--- config.mk ---
export PLATFORM = sky130hd
export DESIGN_NAME = pwm_timer_multi
export DESIGN_NICKNAME = d
export VERILOG_FILES = /design/src/rtl/pwm_timer_multi.sv
export SDC_FILE = /design/constraint.sdc
export NUM_CORES = 1
export LEC_CHECK = 0
export BUFFER_PORTS_ARGS = -buffer_cell sky130_fd_sc_hd__buf_2
export CAP_MARGIN = 10
export CORE_AREA = 2 2 150 152
export CTS_BUF_LIST = sky130_fd_sc_hd__clkbuf_2
export DETAILED_ROUTE_END_ITERATION = 10
export DIE_AREA = 0 0 152 154
export GPL_TIMING_DRIVEN = 0
export HOLD_SLACK_MARGIN = 0.1
export SYNTH_ARGS = -nofsm -noshare
export SYNTH_HDL_FRONTEND = slang
export SYNTH_SLANG_ARGS = --single-unit
--- constraint.sdc ---
create_clock -name clk -period 4.3 [get_ports clk]
set_clock_uncertainty 0.1 [all_clocks]
set_input_delay 0.215 -clock clk [delete_from_list [all_inputs] [get_ports clk]]
set_output_delay 0.215 -clock clk [all_outputs]
set_load 0.01 [all_outputs]
--- src/rtl/pwm_timer_multi.sv ---
// Multi-channel PWM timer: one shared up/up-down counter and period, CHANNELS
// compare outputs, with period/compare shadows reloaded only at period ends.
module pwm_timer_multi #(
  parameter int WIDTH    = 24,
  parameter int CHANNELS = 4
) (
  input  logic                      clk,
  input  logic                      rst,
  input  logic                      start,
  input  logic                      stop,
  input  logic                      en,
  input  logic                      center,
  input  logic                      oneshot,
  input  logic [WIDTH-1:0]          period,
  input  logic [CHANNELS*WIDTH-1:0] compare,
  input  logic [CHANNELS-1:0]       pol,
  output logic [WIDTH-1:0]          tmr_count,
  output logic [CHANNELS-1:0]       flag,
  output logic                      wrap,
  output logic                      done,
  output logic                      busy
);

  typedef enum logic {S_IDLE, S_RUN} state_e;
  typedef enum logic {DIR_UP, DIR_DOWN} dir_e;

  localparam logic [WIDTH-1:0] ONE = WIDTH'(1);

  state_e           state_q, state_d;
  dir_e             dir_q, dir_d;
  logic [WIDTH-1:0] cnt_q, cnt_d;
  logic [WIDTH-1:0] per_q, per_d;
  logic [WIDTH-1:0] cmp_q [CHANNELS];
  logic [WIDTH-1:0] cmp_d [CHANNELS];
  logic             center_q, center_d;
  logic             oneshot_q, oneshot_d;
  logic             wrap_q, wrap_d;
  logic             done_q, done_d;
  logic             eop;

  // State and datapath registers.
  always_ff @(posedge clk) begin
    if (rst) begin
      state_q   <= S_IDLE;
      dir_q     <= DIR_UP;
      cnt_q     <= '0;
      per_q     <= '0;
      center_q  <= 1'b0;
      oneshot_q <= 1'b0;
      wrap_q    <= 1'b0;
      done_q    <= 1'b0;
      // NOTE: the compare shadows are a small register file, not a RAM, so they
      // can be cleared on reset like any other flop.
      for (int i = 0; i < CHANNELS; i++) cmp_q[i] <= '0;
    end else begin
      // NOTE: non-blocking assignments so every register samples the old
      // values of the others on this edge, regardless of statement order.
      state_q   <= state_d;
      dir_q     <= dir_d;
      cnt_q     <= cnt_d;
      per_q     <= per_d;
      center_q  <= center_d;
      oneshot_q <= oneshot_d;
      wrap_q    <= wrap_d;
      done_q    <= done_d;
      for (int i = 0; i < CHANNELS; i++) cmp_q[i] <= cmp_d[i];
    end
  end

  // Next-state and counter logic.
  always_comb begin
    // NOTE: every variable gets a default first so no path infers a latch.
    state_d   = state_q;
    dir_d     = dir_q;
    cnt_d     = cnt_q;
    per_d     = per_q;
    center_d  = center_q;
    oneshot_d = oneshot_q;
    cmp_d     = cmp_q;
    wrap_d    = 1'b0;
    done_d    = 1'b0;
    eop       = 1'b0;

    if (stop) begin
      state_d = S_IDLE;
      cnt_d   = '0;
      dir_d   = DIR_UP;
    end else begin
      case (state_q)
        S_IDLE: begin
          cnt_d = '0;
          if (start) begin
            state_d   = S_RUN;
            dir_d     = DIR_UP;
            per_d     = period;
            center_d  = center;
            oneshot_d = oneshot;
            for (int i = 0; i < CHANNELS; i++) cmp_d[i] = compare[i*WIDTH +: WIDTH];
          end
        end
        S_RUN: begin
          if (en) begin
            if (!center_q) begin
              if (cnt_q == per_q) eop = 1'b1;
              else                cnt_d = cnt_q + ONE;
            end else if (dir_q == DIR_UP) begin
              // Center mode turns around at the top without repeating it.
              if (cnt_q == per_q) begin
                if (per_q <= ONE) begin
                  eop = 1'b1;
                end else begin
                  dir_d = DIR_DOWN;
                  cnt_d = per_q - ONE;
                end
              end else begin
                cnt_d = cnt_q + ONE;
              end
            end else begin
              if (cnt_q == ONE) eop = 1'b1;
              else              cnt_d = cnt_q - ONE;
            end

            if (eop) begin
              cnt_d  = '0;
              dir_d  = DIR_UP;
              per_d  = period;
              wrap_d = 1'b1;
              for (int i = 0; i < CHANNELS; i++) cmp_d[i] = compare[i*WIDTH +: WIDTH];
              if (oneshot_q) begin
                state_d = S_IDLE;
                done_d  = 1'b1;
              end
            end
          end
        end
        default: state_d = S_IDLE;
      endcase
    end
  end

  // Outputs: flags are combinational so polarity changes apply immediately.
  always_comb begin
    busy      = (state_q == S_RUN);
    tmr_count = cnt_q;
    wrap      = wrap_q;
    done      = done_q;
    for (int i = 0; i < CHANNELS; i++) begin
      flag[i] = busy ? ((cmp_q[i] > cnt_q) ^ pol[i]) : pol[i];
    end
  end

endmodule

### After elaboration in Yosys (flattened, before gate mapping)

Index checks and enable logic that the tools add are counted.
Widths: inputs -> output; s select.

* reductions and logical operators: 7
* bitwise operators: 8
* mux-type cells: 45
* magnitude comparators: 5
* eq/ne operators: 9
* add/subtract/negate cells: 3

Operators by type and width (count)
* $mux 96: 3
* $mux 24: 11
* $pmux 96 s2: 1
* $gt 24x24->1: 4
* $pmux 24 s2: 2
* $sub 24x1->24 const B: 2
* $mux 1: 26
* $add 24x1->24 const B: 1
* $eq 24x1->1 const B: 1
* $eq 24x24->1: 1
* $le 24x1->1 const B: 1
* $ne 5x4->1 const B: 2
* $reduce_and 4->1: 2
* $reduce_and 3->1: 2
* $reduce_or 5->1: 1
* $ne 2x2->1 const B: 2
* $ne 4x3->1 const B: 1
* $not 1->1: 4
* $pmux 1 s2: 2
* $reduce_or 4->1: 1
* $xor 1x1->1: 4
* $ne 3x1->1 const B: 1
* $ne 2x1->1 const B: 1
* $reduce_or 2->1: 1

* logic and storage cells: 89
* flip-flop bits (word level): 150
* bits of input ports: 131
* output and inout port bits: 31

### Logic depth before layout (Yosys ltp)

* word-level depth: 11
* depth in mapped cells: 10
* depth with buffers taken out: 9

### Worst setup path before layout

No wires, ideal clock.

* path kind: reg2reg
* start point: register per_q[16]
* end point: register per_q[15]
* required time: 4.072 ns
* data arrival time: 2.869 ns
* path buffers: 3
* path slack: 1.203 ns
* stages on the path, launching flop included: 11
* library setup time: 0.128 ns
* period minus slack after synthesis: 3.097 ns
* path through: dfxtp_1 -> buf_2 -> or4_4 -> or4_1 -> or4_1 -> a211oi_2 -> o21ai_1 -> buf_4 -> buf_6 -> mux2i_1 -> nor2_1

* word-level cells in the longest chain between the ends: 10
* elaborated cells on any way between the ends: 12
* those cells by class: 1 x order compare; 2 x eq/ne; 8 x mux; 1 x reduce/logical

RTL lines
* start: declaration: RTL line 32 `logic [WIDTH-1:0] per_q, per_d;`
* start signal: assignment: RTL line 61 `per_q <= per_d;`
* $le 24x1->1: RTL line 109 `if (per_q <= ONE) begin`
* $mux 1: RTL line 109
* $mux 1: RTL line 108 `if (cnt_q == per_q) begin`
* $mux 1: RTL line 106 `end else if (dir_q == DIR_UP) begin`
* $mux 1 *: RTL line 103 `if (!center_q) begin`
* $mux 1 *: RTL line 102 `if (en) begin`
* $mux 1 *: RTL line 89 `case (state_q)`
* $mux 1 *: RTL line 84 `if (stop) begin`
* $ne 2x1->1 (no source line) *
* $reduce_and 4->1 (no source line) *

Every way passes the cells marked *; elsewhere a longest branch is shown, timed or not. The select of a mux whose other input is x is not followed.
A chain may end at the register's enable or synchronous reset.

### Worst setup path after layout

* start point: register per_q[16]
* end point: register cmp_q[74] (netlist name)

* word-level cells in the longest chain between the ends: 10
* elaborated cells on any way between the ends: 12
* those cells by class: 1 x order compare; 2 x eq/ne; 8 x mux; 1 x reduce/logical

RTL lines
* $le 24x1->1: RTL line 109
* $mux 1: RTL line 109
* $mux 1: RTL line 108
* $mux 1: RTL line 106
* $mux 1 *: RTL line 103
* $mux 1 *: RTL line 102
* $mux 1 *: RTL line 89
* $mux 1 *: RTL line 84
* $ne 2x1->1 (no source line) *
* $reduce_and 4->1 (no source line) *
* end: declaration: RTL line 33 `logic [WIDTH-1:0] cmp_q [CHANNELS];`

Marks and branches as above.

==> impl_metrics.py <==
metrics = {
    "drt": {
        "post-route-drc-count": 0,
        "drtIter0Drc": 814,
        "drt.antenna.violating_nets": 0,
        "drtPass1Iterations": 8,
        "route.vias.total": 10190,
        "wire_per_inst_um": 18.82,
        "detail_route.wirelength_um": 34770,
        "vias_per_cell": 5.516,
    },
    "finish": {
        "num-fill-cells": 1835,
        "area_growth_pct": 46.73,
        "final_common_cell": "dlygate4sd3_1",
        "stdcell_count": 1848,
        "drive_gt1_frac": 0.1515,
        "nets": 1783,
        "final_cell_mix": "dlygate4sd3_1, buf_2, nor2_1",
    },
    "global_routing": {
        "antenna_found_initial": 1,
        "first_global_vias": 10260,
        "grt_pass1_wl_um": 54030,
        "grt_max_degree": 17,
        "grt_usage": 0.2916,
        "overflow": 0,
    },
    "worst_setup_path": {
        "cp-end-kind": "register",
        "worstPathRequired_ns": 4.87,
        "crit_type": "reg2reg",
        "crit_path_start_kind": "register",
        "arrival_ns": 4.78,
        "crit_fanout": 10,
    },
    "sta": {
        "setup_viol": 0,
        "hold_viol_final": 0,
        "period_share": 0.9804,
        "max_freq_mhz": 237.2,
        "grt_setup_unrepaired": "no",
        "period_needed_ns": 4.216,
        "setup_tns_ns": 0,
        "maxSlewHeadroom": 0.2422,
        "tightest_slew_ns": 1.126,
        "final-max-slew-violation-count": 0,
    },
    "power": {
        "power-per-cell-area_mw_per_mm2": 249.7,
        "power.leakage_nw": 6.907,
        "finalPower_mw": 3.451,
        "vdd.ir_drop.worst_mv": 0.1655,
    },
    "run_status": {
        "status": "completed",
    },
    "clock_network": {
        "numCtsBuffers": 17,
        "clk_latency_ns": 0.75,
        "htreeDepth": 4,
        "cts_tree": "yes",
        "clkSlewWorstSetupHoldPaths_ns": 0.22,
        "cts_root_buf": "clkbuf_2",
        "clockBufferDepth": 2,
        "clock-sinks": 150,
    },
    "floorplan": {
        "die_area_mm2": 0.02341,
        "die_width_um": 152,
        "io_pins": 162,
        "coreArea_mm2": 0.02169,
        "start_util": 0.4343,
        "die_y_um": 154,
        "rows": 54,
    },
    "yosys": {
        "seq_area_frac_synth": 0.3188,
        "synth_edf_count": 0,
        "synthDistinctLibCells": 57,
        "syn_nets": 1311,
        "synth-main-ff-cell": "dfxtp_1",
        "async_flop_share": 0,
        "synth-seq-cells": 150,
        "netlist_area_mm2": 0.009419,
        "synthCells": 1079,
        "avgSynthCellArea_um2": 8.729,
        "synth_warnings": 0,
    },
    "placement": {
        "gp_congestion": 0.9934,
        "hpwl_um": 22490,
        "portBuffers": 160,
        "placedCellCount": 1519,
    },
    "job": {
        "drv_cap": 0,
    },
    "hold_path": {
        "hp-class": "in2reg",
    },
}
metrics by stage:
step	cell area (um^2)	worst slack, ns	hold WS [ns]	util
floorplan	9419	1.203	0.1935	-
global placement	10570	0.4993	0.3427	0.4874
detailed placement	10580	0.5485	0.3515	0.4877
CTS	13730	0.009298	0.1038	0.6332
global route	13820	0.009110	0.1246	0.6372
finish	13820	0.08431	0.1385	0.6372
layer usage:
metal	vias up	GRT usage	part of all wire
met5	-	0	0
met3	113	0.04989	0.075
met2	506	0.4897	0.47
li1	4855	-	-
met4	0	0.1549	0.048
met1	4720	0.3581	0.41
cell usage after synthesis, types with 6 or more instances:
cell	n	share of area
nor2_1	160	0.064
dfxtp_1	150	0.32
mux2i_1	123	0.13
ha_1	101	0.13
clkbuf_1	50	0.020
a21oi_1	44	0.023
xor2_1	42	0.039
nand2_1	41	0.016
inv_1	35	0.014
nand4_1	33	0.022
nor3_1	28	0.015
nor4_1	25	0.017
o21ai_0	25	0.013
nand3_1	23	0.012
xnor2_1	22	0.020
a31oi_1	16	0.011
o22ai_1	16	0.011
a21o_1	14	0.011
buf_6	10	0.012
o211ai_1	8	0.0064
o32ai_1	7	0.0065
a2111oi_0	6	0.0056
a22oi_1	6	0.0048
and2_1	6	0.0040
nor2b_1	6	0.0040
critical path, stage by stage (launching register included):
cell and delay [ns]:
dfxtp_1 0.34, buf_2 0.16, or4_4 0.57, or4_1 0.49, or4_1 0.55, a211oi_2 0.42
o21ai_1 0.19, buf_4 0.27, buf_6 0.20, mux2i_1 0.21, nor2_1 0.07, dlygate4sd3_1 0.58
registers in the layout (all words and copies together), names as in the netlist:
| register | count |
|---|---|
| dir_q | 1 |
| tmr_count | 24 |
| busy | 1 |
| done | 1 |
| wrap | 1 |
| oneshot_q | 1 |
| per_q | 24 |
| cmp_q | 96 |
| center_q | 1 |
layout make-up:
class,instances,area (um^2),area share
multi-input combinational,826,5979,0.4326
timing repair buffer,461,3789,0.2741
sequential,150,3007,0.2175
tap,280,350.3,0.02535
buffer,59,307.8,0.02227
inverter,36,151.4,0.01095
clock inverter,13,131.4,0.009506
clock buffer,19,95.09,0.006880
antenna,4,10.01,0.0007242
worst paths after layout:
kind	startpoint	end	cells after the start	slack, ns
max	per_q[16]$_SDFFE_PP0P_	cmp_q[74]$_SDFFE_PP0P_	11	0.08
min	period[2]	per_q[2]$_SDFFE_PP0P_	4	0.14
max reg2reg	per_q[16]$_SDFFE_PP0P_	cmp_q[74]$_SDFFE_PP0P_	11	0.08
min reg2reg	oneshot_q$_SDFFE_PP0P_	done$_SDFF_PP0_	1	0.41
power breakdown:
group	switching [mW]	internal (mW)	total, mW
combinational	0.549	0.569	1.12
clock	0.549	0.268	0.817
sequential	0.0539	1.46	1.52
total	1.15	2.30	3.45
cell families after synthesis:
family          count (synthesis)  share of synthesized area
mux                           123                     0.1307
compound gates                184                     0.1285
buf+inv                       103                    0.05008
simple gates                  354                     0.1783
flops                         150                     0.3188
fa+ha+maj                     101                     0.1342
xor+xnor                       64                    0.05951
what timing repair did:
item                                   CTS  global route
pin swaps                                0             0
setup endpoints to repair                2             4
endpoints found under the hold margin  135             0
setup buffers                            1             9
hold buffers                           291             0
gates resized for setup                  7            13
Note: power is estimated with default switching activity, not from simulation.
